`src/rtl/demux_stream_1xn_if.sv`:
```
// Stream bundle for demux_stream_1xn: one input word with channel select, NCH output lanes.
// bcast exists only when DEMUX_BCAST_EN is defined.
interface demux_stream_1xn_if #(
    parameter int DW  = 8,
    parameter int NCH = 4
);
    localparam int SW = $clog2(NCH);

    logic [DW-1:0]     din;
    logic [SW-1:0]     A;
`ifdef DEMUX_BCAST_EN
    logic              bcast;
`endif
    logic              din_valid;
    logic              din_ready;
    logic [NCH*DW-1:0] Y;
    logic [NCH-1:0]    Y_valid;
    logic [NCH-1:0]    Y_ready;

`ifdef DEMUX_BCAST_EN
    modport master (output din, A, bcast, din_valid, Y_ready,
                    input  din_ready, Y, Y_valid);
    modport slave  (input  din, A, bcast, din_valid, Y_ready,
                    output din_ready, Y, Y_valid);
`else
    modport master (output din, A, din_valid, Y_ready,
                    input  din_ready, Y, Y_valid);
    modport slave  (input  din, A, din_valid, Y_ready,
                    output din_ready, Y, Y_valid);
`endif
endinterface

```
`src/rtl/demux_stream_1xn.sv`:
```
// 1:NCH stream demux with a one-entry register per channel; DEMUX_BCAST_EN adds broadcast to all lanes.
// Latency: 1 clock from accepting edge to Y_valid; out-of-range selects are dropped and counted.
// Backpressure: din_ready follows the selected lane (free or draining this cycle), forced low in reset.
module demux_stream_1xn #(
    parameter int DW  = 8,
    parameter int NCH = 4
) (
    input  logic               clk,
    input  logic               rst_n,
    demux_stream_1xn_if.slave  bus,
    output logic [7:0]         drop_cnt
);
    logic [NCH-1:0][DW-1:0] r_dat;
    logic [NCH-1:0]         r_vld;
    logic [7:0]             r_drop;

    logic [NCH-1:0]         w_free;
    logic [NCH-1:0]         w_hit;
    logic [NCH-1:0]         w_load;
    logic                   w_in_range;
    logic                   w_bcast;
    logic                   w_rdy;
    logic                   w_xfer;

`ifdef DEMUX_BCAST_EN
    assign w_bcast = bus.bcast;
`else
    assign w_bcast = 1'b0;
`endif

    // A lane can take a word if it is empty or its current word leaves this cycle.
    assign w_free     = ~r_vld | bus.Y_ready;
    assign w_in_range = 32'(bus.A) < NCH;

    always_comb begin
        w_hit = '0;
        for (int i = 0; i < NCH; i++) begin
            w_hit[i] = w_bcast | (32'(bus.A) == i);
        end
    end

    always_comb begin
        w_rdy = 1'b0;
        if (!rst_n) begin
            w_rdy = 1'b0;
        end else if (w_bcast) begin
            w_rdy = &w_free;
        end else if (!w_in_range) begin
            w_rdy = 1'b1;
        end else begin
            w_rdy = |(w_hit & w_free);
        end
    end

    assign w_xfer = bus.din_valid & w_rdy;
    assign w_load = {NCH{w_xfer}} & w_hit;

    always_ff @(posedge clk or negedge rst_n) begin
        if (!rst_n) begin
            r_dat <= '0;
            r_vld <= '0;
        end else begin
            for (int i = 0; i < NCH; i++) begin
                if (w_load[i]) begin
                    r_dat[i] <= bus.din;
                    r_vld[i] <= 1'b1;
                end else if (bus.Y_ready[i]) begin
                    r_vld[i] <= 1'b0;
                end
            end
        end
    end

    // Out-of-range select only occurs when NCH is not a power of two.
    always_ff @(posedge clk or negedge rst_n) begin
        if (!rst_n) begin
            r_drop <= '0;
        end else if (w_xfer && !w_in_range && !w_bcast && r_drop != 8'hFF) begin
            r_drop <= r_drop + 8'd1;
        end
    end

    assign bus.din_ready = w_rdy;
    assign bus.Y         = r_dat;
    assign bus.Y_valid   = r_vld;
    assign drop_cnt      = r_drop;
endmodule

```
`src/flat_wrapper.sv`:
```
// flat-port wrapper written by rule: the top's interface ports become plain ports
module demux_stream_1xn_flat 
#(
    parameter int DW  = 8,
    parameter int NCH = 4
)
  (clk, rst_n, drop_cnt, bus_din, bus_A, bus_din_valid, bus_Y_ready, bus_din_ready, bus_Y, bus_Y_valid);
  demux_stream_1xn_if #(.DW(DW), .NCH(NCH)) bus_i ();
  input  logic clk;
  input  logic rst_n;
  output logic [7:0] drop_cnt;
  input wire logic [$bits(bus_i.din)-1:0] bus_din;
  input wire logic [$bits(bus_i.A)-1:0] bus_A;
  input wire logic [$bits(bus_i.din_valid)-1:0] bus_din_valid;
  input wire logic [$bits(bus_i.Y_ready)-1:0] bus_Y_ready;
  output wire logic [$bits(bus_i.din_ready)-1:0] bus_din_ready;
  output wire logic [$bits(bus_i.Y)-1:0] bus_Y;
  output wire logic [$bits(bus_i.Y_valid)-1:0] bus_Y_valid;
  assign bus_i.din = bus_din;
  assign bus_i.A = bus_A;
  assign bus_i.din_valid = bus_din_valid;
  assign bus_i.Y_ready = bus_Y_ready;
  assign bus_din_ready = bus_i.din_ready;
  assign bus_Y = bus_i.Y;
  assign bus_Y_valid = bus_i.Y_valid;
  demux_stream_1xn #(.DW(DW), .NCH(NCH)) u_core (.clk(clk), .rst_n(rst_n), .bus(bus_i), .drop_cnt(drop_cnt));
endmodule
```
`config.mk`:
```
export PLATFORM = sky130hd
export DESIGN_NAME = demux_stream_1xn_flat
export DESIGN_NICKNAME = d
export VERILOG_FILES = /design/src/rtl/demux_stream_1xn_if.sv /design/src/rtl/demux_stream_1xn.sv /design/src/flat_wrapper.sv
export SDC_FILE = /design/constraint.sdc
export NUM_CORES = 1
export LEC_CHECK = 0
export BUFFER_PORTS_ARGS = -buffer_cell sky130_fd_sc_hd__buf_2
export CORE_UTILIZATION = 47
export DETAILED_ROUTE_END_ITERATION = 8
export PLACE_DENSITY = 0.89
export SETUP_SLACK_MARGIN = 0.1
export SLEW_MARGIN = 0
export SYNTH_ARGS = -nofsm -noshare
export SYNTH_HDL_FRONTEND = slang
export SYNTH_SLANG_ARGS = --single-unit
```
`constraint.sdc`:
```
create_clock -name clk -period 1.9 [get_ports clk]
set_clock_uncertainty 0.15 [all_clocks]
set_input_delay 0.19 -clock clk [delete_from_list [all_inputs] [get_ports clk]]
set_output_delay 0.19 -clock clk [all_outputs]
set_load 0.03 [all_outputs]
```
; ---- After elaboration in Yosys (flattened, before gate mapping)
; Cells that the tools add are included.
[word_totals]
inputBits = 17
out_inout_bits = 45
wordCells = 31
regBits = 36
[op_classes]
eq_ne = 3
n_reduce_logical = 6
bitwise_logic = 5
mux = 9
[op_table]
columns = operator, count
row1 = $mux 1, 9
row2 = $and 4x4->4, 2
row3 = $reduce_bool 2->1, 4
row4 = $eq 2x2->1 const B, 2
row5 = $not 4->4, 1
row6 = $or 4x4->4, 1
row7 = $reduce_or 4->1, 1
row8 = $eq 2x1->1 const B, 1
row9 = $logic_not 2->1, 1
row10 = $and 1x1->1, 1

; ---- Depth between registers and ports, before layout
; Gate-level depths: netlist of the first run.
[logic_depth]
depth_word = 8
depth_mapped = 4

; ---- Worst setup path before layout of the first run
; OpenSTA, ideal clock, no wires.
[synth_timing]
kind = reg2out
start = register u_core.r_vld[2], in the netlist u_core.bus.Y_valid[2]
end = output port bus_din_ready
required_ps = 1560
t_arrival_ps = 1497
stages_incl_launch_ff = 4
path_slack_ps = 63
cell_sequence = dfrtp_1 > or4bb_2 > o311ai_0 > a21oi_1
[synth_between]
elab_chain_len = 5
[synth_rtl]
columns = element, line
row1 = start: declaration, demux_stream_1xn.sv:14  ; logic [NCH-1:0] r_vld;
row2 = start signal: assignment, demux_stream_1xn.sv:61  ; r_vld <= '0;
row3 = start signal: indexed assignment, demux_stream_1xn.sv:66  ; r_vld[i] <= 1'b1;
row4 = start signal: indexed assignment, demux_stream_1xn.sv:68  ; r_vld[i] <= 1'b0;
row5 = $not 4->4, demux_stream_1xn.sv:32  ; assign w_free = ~r_vld | bus.Y_ready;
row6 = $or 4x4->4, demux_stream_1xn.sv:32
row7 = $and 4x4->4, demux_stream_1xn.sv:51  ; w_rdy = |(w_hit & w_free);
row8 = $reduce_or 4->1, demux_stream_1xn.sv:51
row9 = $mux 1, demux_stream_1xn.sv:44  ; if (!rst_n) begin
row10 = end: declaration, flat_wrapper.sv:16  ; output wire logic [$bits(bus_i.din_ready)-1:0] bus_din_ready;
; Every way passes these cells.

; ---- Worst setup path after layout of the first run
; Same ends and word-level chain as after synthesis.

==> summary.md, run 1 <==
| Metric | Value |
|---|---|
| Outcome | finished clean |
| H-tree depth | 2 |
| Ys async rst share | 100% |
| CP Capture Type | output pin |
| Vias in the first global route | ~1100 |
| HPWL Detailed | roughly 2200 um |
| CTS tree | built |
| Slowest Stage Delay on Critical Path | 0.45 ns |
| Distinct cells, synth | 20 |
| Hold crit path type | in2reg |
| Setup CP Type | reg2out |
| Initial core utilization | 49.5% |
| Gp weighted congestion | between 0.8 and 0.9 |
| Final instance area | between 1500 and 2000 um^2 |
| Least-Margin Pin Slew | 0.528 ns |
| Syn Inst Count | 98 |
| Worst Reg-to-Reg Cells | 3 |
| Mapped Avg Cell Area | 15.3 um^2 |
| Register area share after synthesis | 60.1% |
| Yosys reg bits | 36 |
| Reg-to-Reg End | u_core.bus.Y[14] |
| Achievable Freq | 0.548 GHz |
| Crit Path Max Fanout | 2 |
| Rows | 20 |
| Vias/cell | 4.80 |
| GRT Total Usage | 20.9% |
| Placed instance area | approximately 1800 um^2 |
| P&R area growth vs syn | 31.8% |
| Area contributors post-synth | dfrtp_1, mux2_2, buf_4, nand3_2, nand2b_1 |
| Headroom to the max-slew limit | 64.8% |
| Initial antenna violation count | 0 |
| Final Non-Filler Cells | 214 |
| Clock buffer depth | 2 |
| Cells along the critical path | or4bb_4 > o311ai_2 > a21oi_1 > buf_4 |
| Die height | slightly below 60 um |
| Final antenna-violating net count | 0 |
| Ratio of cells with drive above 1 in the final layout | 61.8% |
| Crit path arrival time | 1.48 ns |
| Final Critical Period | 1.82 ns |
| Tcrit/Tclk final | between 90% and 100% |
| Routed via count | 1028 |
| First-pass DRT Iterations | 4 |
| Fin Setup TNS | 0 ns |
| Total Routed Length | roughly 3100 um |
| Die area | 3420 um^2 |
| Synthesized cell area | 1500 um^2 |
| Cell Pwr Density | 1110 nW/um^2 |
| Cell taking the most area after synthesis | dfrtp_1 |
| Root buffer cell | clkbuf_4 |
| Synth Warn # | 0 |
| Die X-Extent | 58.5 um |
| IO Pins | 62 |
| Hold_sp | bus_Y_ready[1] |
| GRT overflow | 0 |
| Critical Path Source Type | flop |
| TritonCTS buffer count | 5 |
| Critical-path top delay cell | or4bb_4 |
| Fin. Hold Viols | 0 |
| Placed cell count | 195 |
| N_diodes | 0 |
| Clk slew on worst S/H paths | 0.10 ns |
| Reg2reg setup slack | between 0.2 and 0.3 ns |
| RR Startpoint | u_core.bus.Y_valid[1] |
| Global-route wire length before repair | 5130 um |
| Drt first-iter violations | 26 |
| RSZ-0062 raised after global routing | yes |
| Lkg Pwr | between 0.0009 and 0.001 uW |
| Post-synth EDFFs | 0 |
| Clock latency on the worst-skew pair | ~0.33 ns |
| Final setup fails | 0 |
| Crit path max-delay family | simple AND/OR/NAND/NOR gates |
| WL per Instance | 14.5 um |
| Post-route DRC violation count | 0 |
| Critical Path RT | 1.56 ns |
| Clock Sinks | 36 |
| Number of max-cap violations | 0 |
| Post-layout nets | around 190 |
| Hold endpoint | u_core.bus.Y_valid[1] |
| Worst VDD drop | 0.000668 V |
| Core Area | 3030 um^2 |
| Largest net degree at the start of global routing | 29 |
| Synth top area share | between 60% and 70% |
| Main flop type after synthesis | dfrtp_1 |
| Max-slew violations | 0 |
| Hold depth | 3 |
| WP buf/inv | 1 |
| Input/output buffers | 53 |
cell families after synthesis:
group	after synthesis	synth area share, %
AOI/OAI and AO/OA	5	2.84
buffers and inverters	10	4.76
DFF	36	60.1
muxes	33	24.7
other	1	0.250
and+or+nand+nor	13	7.35
cell usage in the layout, fill, tap and decap left out, types with 2 or more instances in the layout:
| cell | count |
|---|---|
| dlygate4sd3_1 | 10 |
| mux2_2 | 32 |
| nand3_2 | 2 |
| buf_2 | 52 |
| clkbuf_4 | 5 |
| nand2b_1 | 3 |
| nand2_1 | 2 |
| conb_1 | 8 |
| clkinv_2 | 2 |
| buf_4 | 4 |
| dfrtp_1 | 35 |
worst max-delay path by stage:
stage | startpoint | end | slack, ns | cells after the start
2_1_floorplan | u_core.bus.Y_valid[2] | bus_din_ready | 0.16 | 3
3_3_place_gp | u_core.bus.Y_valid[2] | bus_din_ready | 0.23 | 4
3_5_place_dp | u_core.bus.Y_valid[2] | bus_din_ready | 0.20 | 4
4_1_cts | u_core.bus.Y_valid[2] | bus_din_ready | 0.07 | 4
5_1_grt | u_core.bus.Y_valid[2] | bus_din_ready | 0.008 | 4
6_report | u_core.bus.Y_valid[2] | bus_din_ready | 0.08 | 4
power breakdown:
| group | switching (uW) | internal (uW) |
|---|---|---|
| Sequential | 79.6 | 923 |
| Clock | 237 | 176 |
| Combinational | 506 | 263 |
| Total | 823 | 1360 |
per-stage QoR:
stage / worst slack [ns] / total power, uW / hold WS (ns) / util [%]
after global routing: 0.00826 / 2290 / 0.0388 / 65.2
after global placement: 0.231 / 1740 / -0.143 / 59.3
after detailed placement: 0.198 / 1770 / -0.137 / 59.3
final: 0.0759 / 2180 / 0.0236 / 65.2
after CTS: 0.0666 / 2200 / 0.0184 / 65.2
after floorplan: 0.162 / 1530 / -0.256 / -
layout make-up:
| cell class | count | area [um^2] |
|---|---|---|
| Clock buffer | 6 | 51.3 |
| Clock inverter | 2 | 10.0 |
| Fill cell | 232 | 1050 |
| Inverter | 1 | 3.75 |
| Multi-Input combinational cell | 59 | 563 |
| Sequential cell | 36 | 902 |
| Tap cell | 44 | 55.1 |
| Timing Repair Buffer | 66 | 390 |
worst reg2reg max path: stages (launching register included):
cell,delay [ns]
dfrtp_1,0.39
nand2b_1,0.11
nor3b_4,0.49
mux2_2,0.40
repair_timing:
action	CTS	global route
endpoints found under the setup margin	1	1
pin swaps	1	0
resized for setup	4	0
hold buffers	10	0
buffers inserted	1	0
hold endpoints to repair	68	0
layer usage:
| layer | GRT usage, % | wire, um |
|---|---|---|
| met2 | 36.1 | 1570 |
| met1 | 23.1 | 1240 |
| met4 | 8.50 | 51 |
| met3 | 8.13 | 234 |
| met5 | 0 | 0 |
Yosys cell counts, drive strengths merged, types with 2 or more instances:
cell type,n
dfrtp,36
buf,9
nand2b,3
mux2,32
a21oi,2
nand3,2
nand2,2
state kept, by name (all words and copies together) (netlist names):
name and flops:
u_core.bus.Y_valid 4, u_core.bus.Y 32
Power figures use the tool's default switching activity.
==> inputs of run 2 (changes only) <==
--- a/config.mk
+++ b/config.mk
@@ -5,11 +5,12 @@
 export SDC_FILE = /design/constraint.sdc
 export NUM_CORES = 1
 export LEC_CHECK = 0
+export ABC_AREA = 1
 export BUFFER_PORTS_ARGS = -buffer_cell sky130_fd_sc_hd__buf_2
-export CORE_UTILIZATION = 47
+export CORE_UTILIZATION = 48
 export DETAILED_ROUTE_END_ITERATION = 8
 export PLACE_DENSITY = 0.89
-export SETUP_SLACK_MARGIN = 0.1
+export SETUP_SLACK_MARGIN = 0.05
 export SLEW_MARGIN = 0
 export SYNTH_ARGS = -nofsm -noshare
 export SYNTH_HDL_FRONTEND = slang
==> run 2 against run 1 <==
Compared with the run above:
- synthesized cell count grew 88%
- sequential share of layout area shrank 3.6 points
- fmax up 5.1%
- cell count grew 41%
- critical path depth grew 2
- register-to-register slack got worse by 0.04 ns
- worst hold slack better by 0.13 ns
- sequential power about the same
- core utilization up 2.6 points
- die area is 7.8% higher
- global-route usage is 4.0 points higher
- count of clock-buffer cells in the layout grew 2
- critical path type unchanged
- largest cell class unchanged
- highest routed layer unchanged
==> summary.md, run 2 <==
| Metric | Value |
|---|---|
| Final Critical Period | 1.74 ns |
| Top cell by count, worst path | nand2_1 |
| Number of max-cap violations | 0 |
| Clock latency on the worst-skew pair | 0.34 ns |
| Root buffer cell | clkbuf_4 |
| Placed cell count | 278 |
| Cell Pwr Density | 1050 nW/um^2 |
| Clk slew on worst S/H paths | about 0.10 ns |
| Initial core utilization | a little over half |
| Critical Path RT | 1.56 ns |
| Outcome | finished clean |
| Crit path max-delay family | simple AND/OR/NAND/NOR gates |
| Total Routed Length | 4030 um |
| Fin Setup TNS | 0 ns |
| Least-Margin Pin Slew | roughly 0.60 ns |
| Worst Reg-to-Reg Cells | 7 |
| Hold Slack | approximately 0.15 ns |
| Rows | 20 |
| Largest net degree at the start of global routing | 41 |
| RSZ-0062 raised after global routing | no |
| Initial antenna violation count | 0 |
| Post-synth EDFFs | 0 |
| CTS tree | built |
| P&R area growth vs syn | 29.3% |
| Die height | 60.7 um |
| CP Launch Point | u_core.bus.Y_valid[1] |
| Ys async rst share | 100% |
| Final setup fails | 0 |
| Input/output buffers | 53 |
| Most frequent cells in the layout | nand2_1, buf_2, dfrtp_1, nand4_1, dlygate4sd3_1 |
| Distinct cells, synth | 15 |
| Drt first-iter violations | 56 |
| H-tree depth | 2 |
| Syn Inst Count | 184 |
| Setup CP Type | reg2out |
| CP Capture Type | output pin |
| Largest register FFs | 32 |
| Main flop type after synthesis | dfrtp_1 |
| Clock buffer depth | 2 |
| Max-slew violations | 0 |
| Post-route DRC violation count | 0 |
| Post-layout nets | about 270 |
| Most common cell after layout, fill and taps aside | nand2_1 |
| Die area | roughly 3700 um^2 |
| Placed instance area | roughly 1900 um^2 |
| WP buf/inv | 1 |
| Critical-path top delay cell | dfrtp_1 |
| Lkg Pwr | 0.00125 uW |
| Worst VDD drop | 0.000646 V |
| GRT overflow | 0 |
| Yosys reg bits | 36 |
| Critical Path Stages | 6 |
| Critical Path Source Type | flop |
| Gp weighted congestion | about 0.83 |
| Slowest Stage Delay on Critical Path | 0.36 ns |
| Core Area | 3150 um^2 |
| HPWL Detailed | 2730 um |
| Ratio of cells with drive above 1 in the final layout | about 30% |
| Vias/cell | 5.08 |
| Register area share after synthesis | between 50% and 60% |
| WL per Instance | 13.4 um |
| First-pass DRT Iterations | 4 |
| Headroom to the max-slew limit | 59.8% |
| Die X-Extent | 60.7 um |
| Synthesized cell area | 1660 um^2 |
| Post-synth top cells | nand2_1, dfrtp_1, nand4_1 |
| Reg-to-Reg End | u_core.bus.Y[27] |
| Achievable Freq | around 0.58 GHz |
| Final Non-Filler Cells | around 300 |
| Final antenna-violating net count | 0 |
| Reg2reg setup slack | 0.21 ns |
| Global-route wire length before repair | between 6000 and 7000 um |
| Fin. Hold Viols | 0 |
| TritonCTS buffer count | 5 |
| Crit Path Max Fanout | 2 |
| Most frequent cell after synthesis | nand2_1 |
| Clock Sinks | 36 |
| Routed via count | 1529 |
| Mapped Avg Cell Area | 9.00 um^2 |
| RR Startpoint | u_core.bus.Y_valid[0] |
| N_diodes | 0 |
| Final instance area | 2140 um^2 |
| Synth Warn # | 0 |
| Tcrit/Tclk final | 91.4% |
| Crit path capture | bus_din_ready |
| GRT Total Usage | 24.9% |
| Vias in the first global route | about 1400 |
| Hold crit path type | in2reg |
| Synth top area share | between 50 and 60% |
| Cells along the critical path | nand2_1 > nand2_1 > nand2_1 > nor2_2 > nor2_4 > buf_2 |
| IO Pins | 62 |
| Cell taking the most area after synthesis | dfrtp_1 |
| Area contributors post-synth | dfrtp_1, nand2_1, nand4_1, buf_4, nand4_2 |
| Crit path arrival time | 1.40 ns |
-- run 2: cell types whose count changed after synthesis, sizes merged, moves of 3 or more --
cell | before | now
nand2b | 3 | 0
mux2 | 32 | 0
nand2 | 2 | 80
inv | 1 | 9
buf | 9 | 14
nand4 | 1 | 36
nor2 | 1 | 5
-- run 2: layer usage --
layer	share of wire (%)	global-route usage [%]
met1	42	33.4
met2	48	38.1
met3	7.6	7.25
met4	1.7	10.1
met5	0	0
-- run 2: cell type report --
class | count | area, um^2
inverter | 10 | 37.5
sequential | 36 | 901
clock buffer | 8 | 58.8
multi-input combinational | 130 | 636
fill | 277 | 1010
tap | 44 | 55.1
timing repair buffer | 73 | 452
-- run 2: worst register-to-register path: stages (launching register included) --
cell and delay [ns]:
dfrtp_1 0.39, nand2_1 0.10, nand2_1 0.06, nand2_1 0.10, nor2_2 0.08, nor2_2 0.49
nand4_1 0.17, nand2_1 0.10
-- run 2: power breakdown --
| group | total (uW) | internal (uW) | leakage [uW] | switching (uW) |
|---|---|---|---|---|
| Clock | 421 | 182 | 0.0000326 | 238 |
| Combinational | 820 | 230 | 0.000756 | 590 |
| Sequential | 1000 | 923 | 0.000459 | 79.9 |
-- run 2: cells by family after synthesis --
logic type	count (synthesis)	synth area share, %
other cells	1	0.227
buf+inv	26	9.30
simple gates	121	36.1
flops	36	54.4
-- run 2: worst min-delay path by stage --
stage / start / endpoint / slack (ns) / cells past startpoint
floorplan: rst_n / u_core.bus.Y[0] / -0.26 / 0
global placement: rst_n / u_core.bus.Y[20] / 0.15 / 2
detailed placement: rst_n / u_core.bus.Y[21] / 0.15 / 2
CTS: bus_din[5] / u_core.bus.Y[13] / 0.009 / 3
global route: bus_din_valid / u_core.bus.Y[23] / 0.15 / 3
finish: bus_din_valid / u_core.bus.Y[20] / 0.15 / 3
-- run 2: metrics by stage --
step           setup WS [ns]  util (%)  total power (uW)
2_1_floorplan          0.407         -              1570
3_3_place_gp           0.109      61.2              1800
3_5_place_dp          0.0642      61.2              1810
4_1_cts                0.120      67.3              2260
5_1_grt               0.0968      67.9              2380
6_report               0.164      67.9              2240
-- run 2: timing repair --
item	in CTS	in global routing
resized for setup	0	2
hold buffers	12	1
setup buffers	1	0
pin swaps	1	0
hold endpoints to repair	52	1
cloned	1	0
endpoints found under the setup margin	1	28
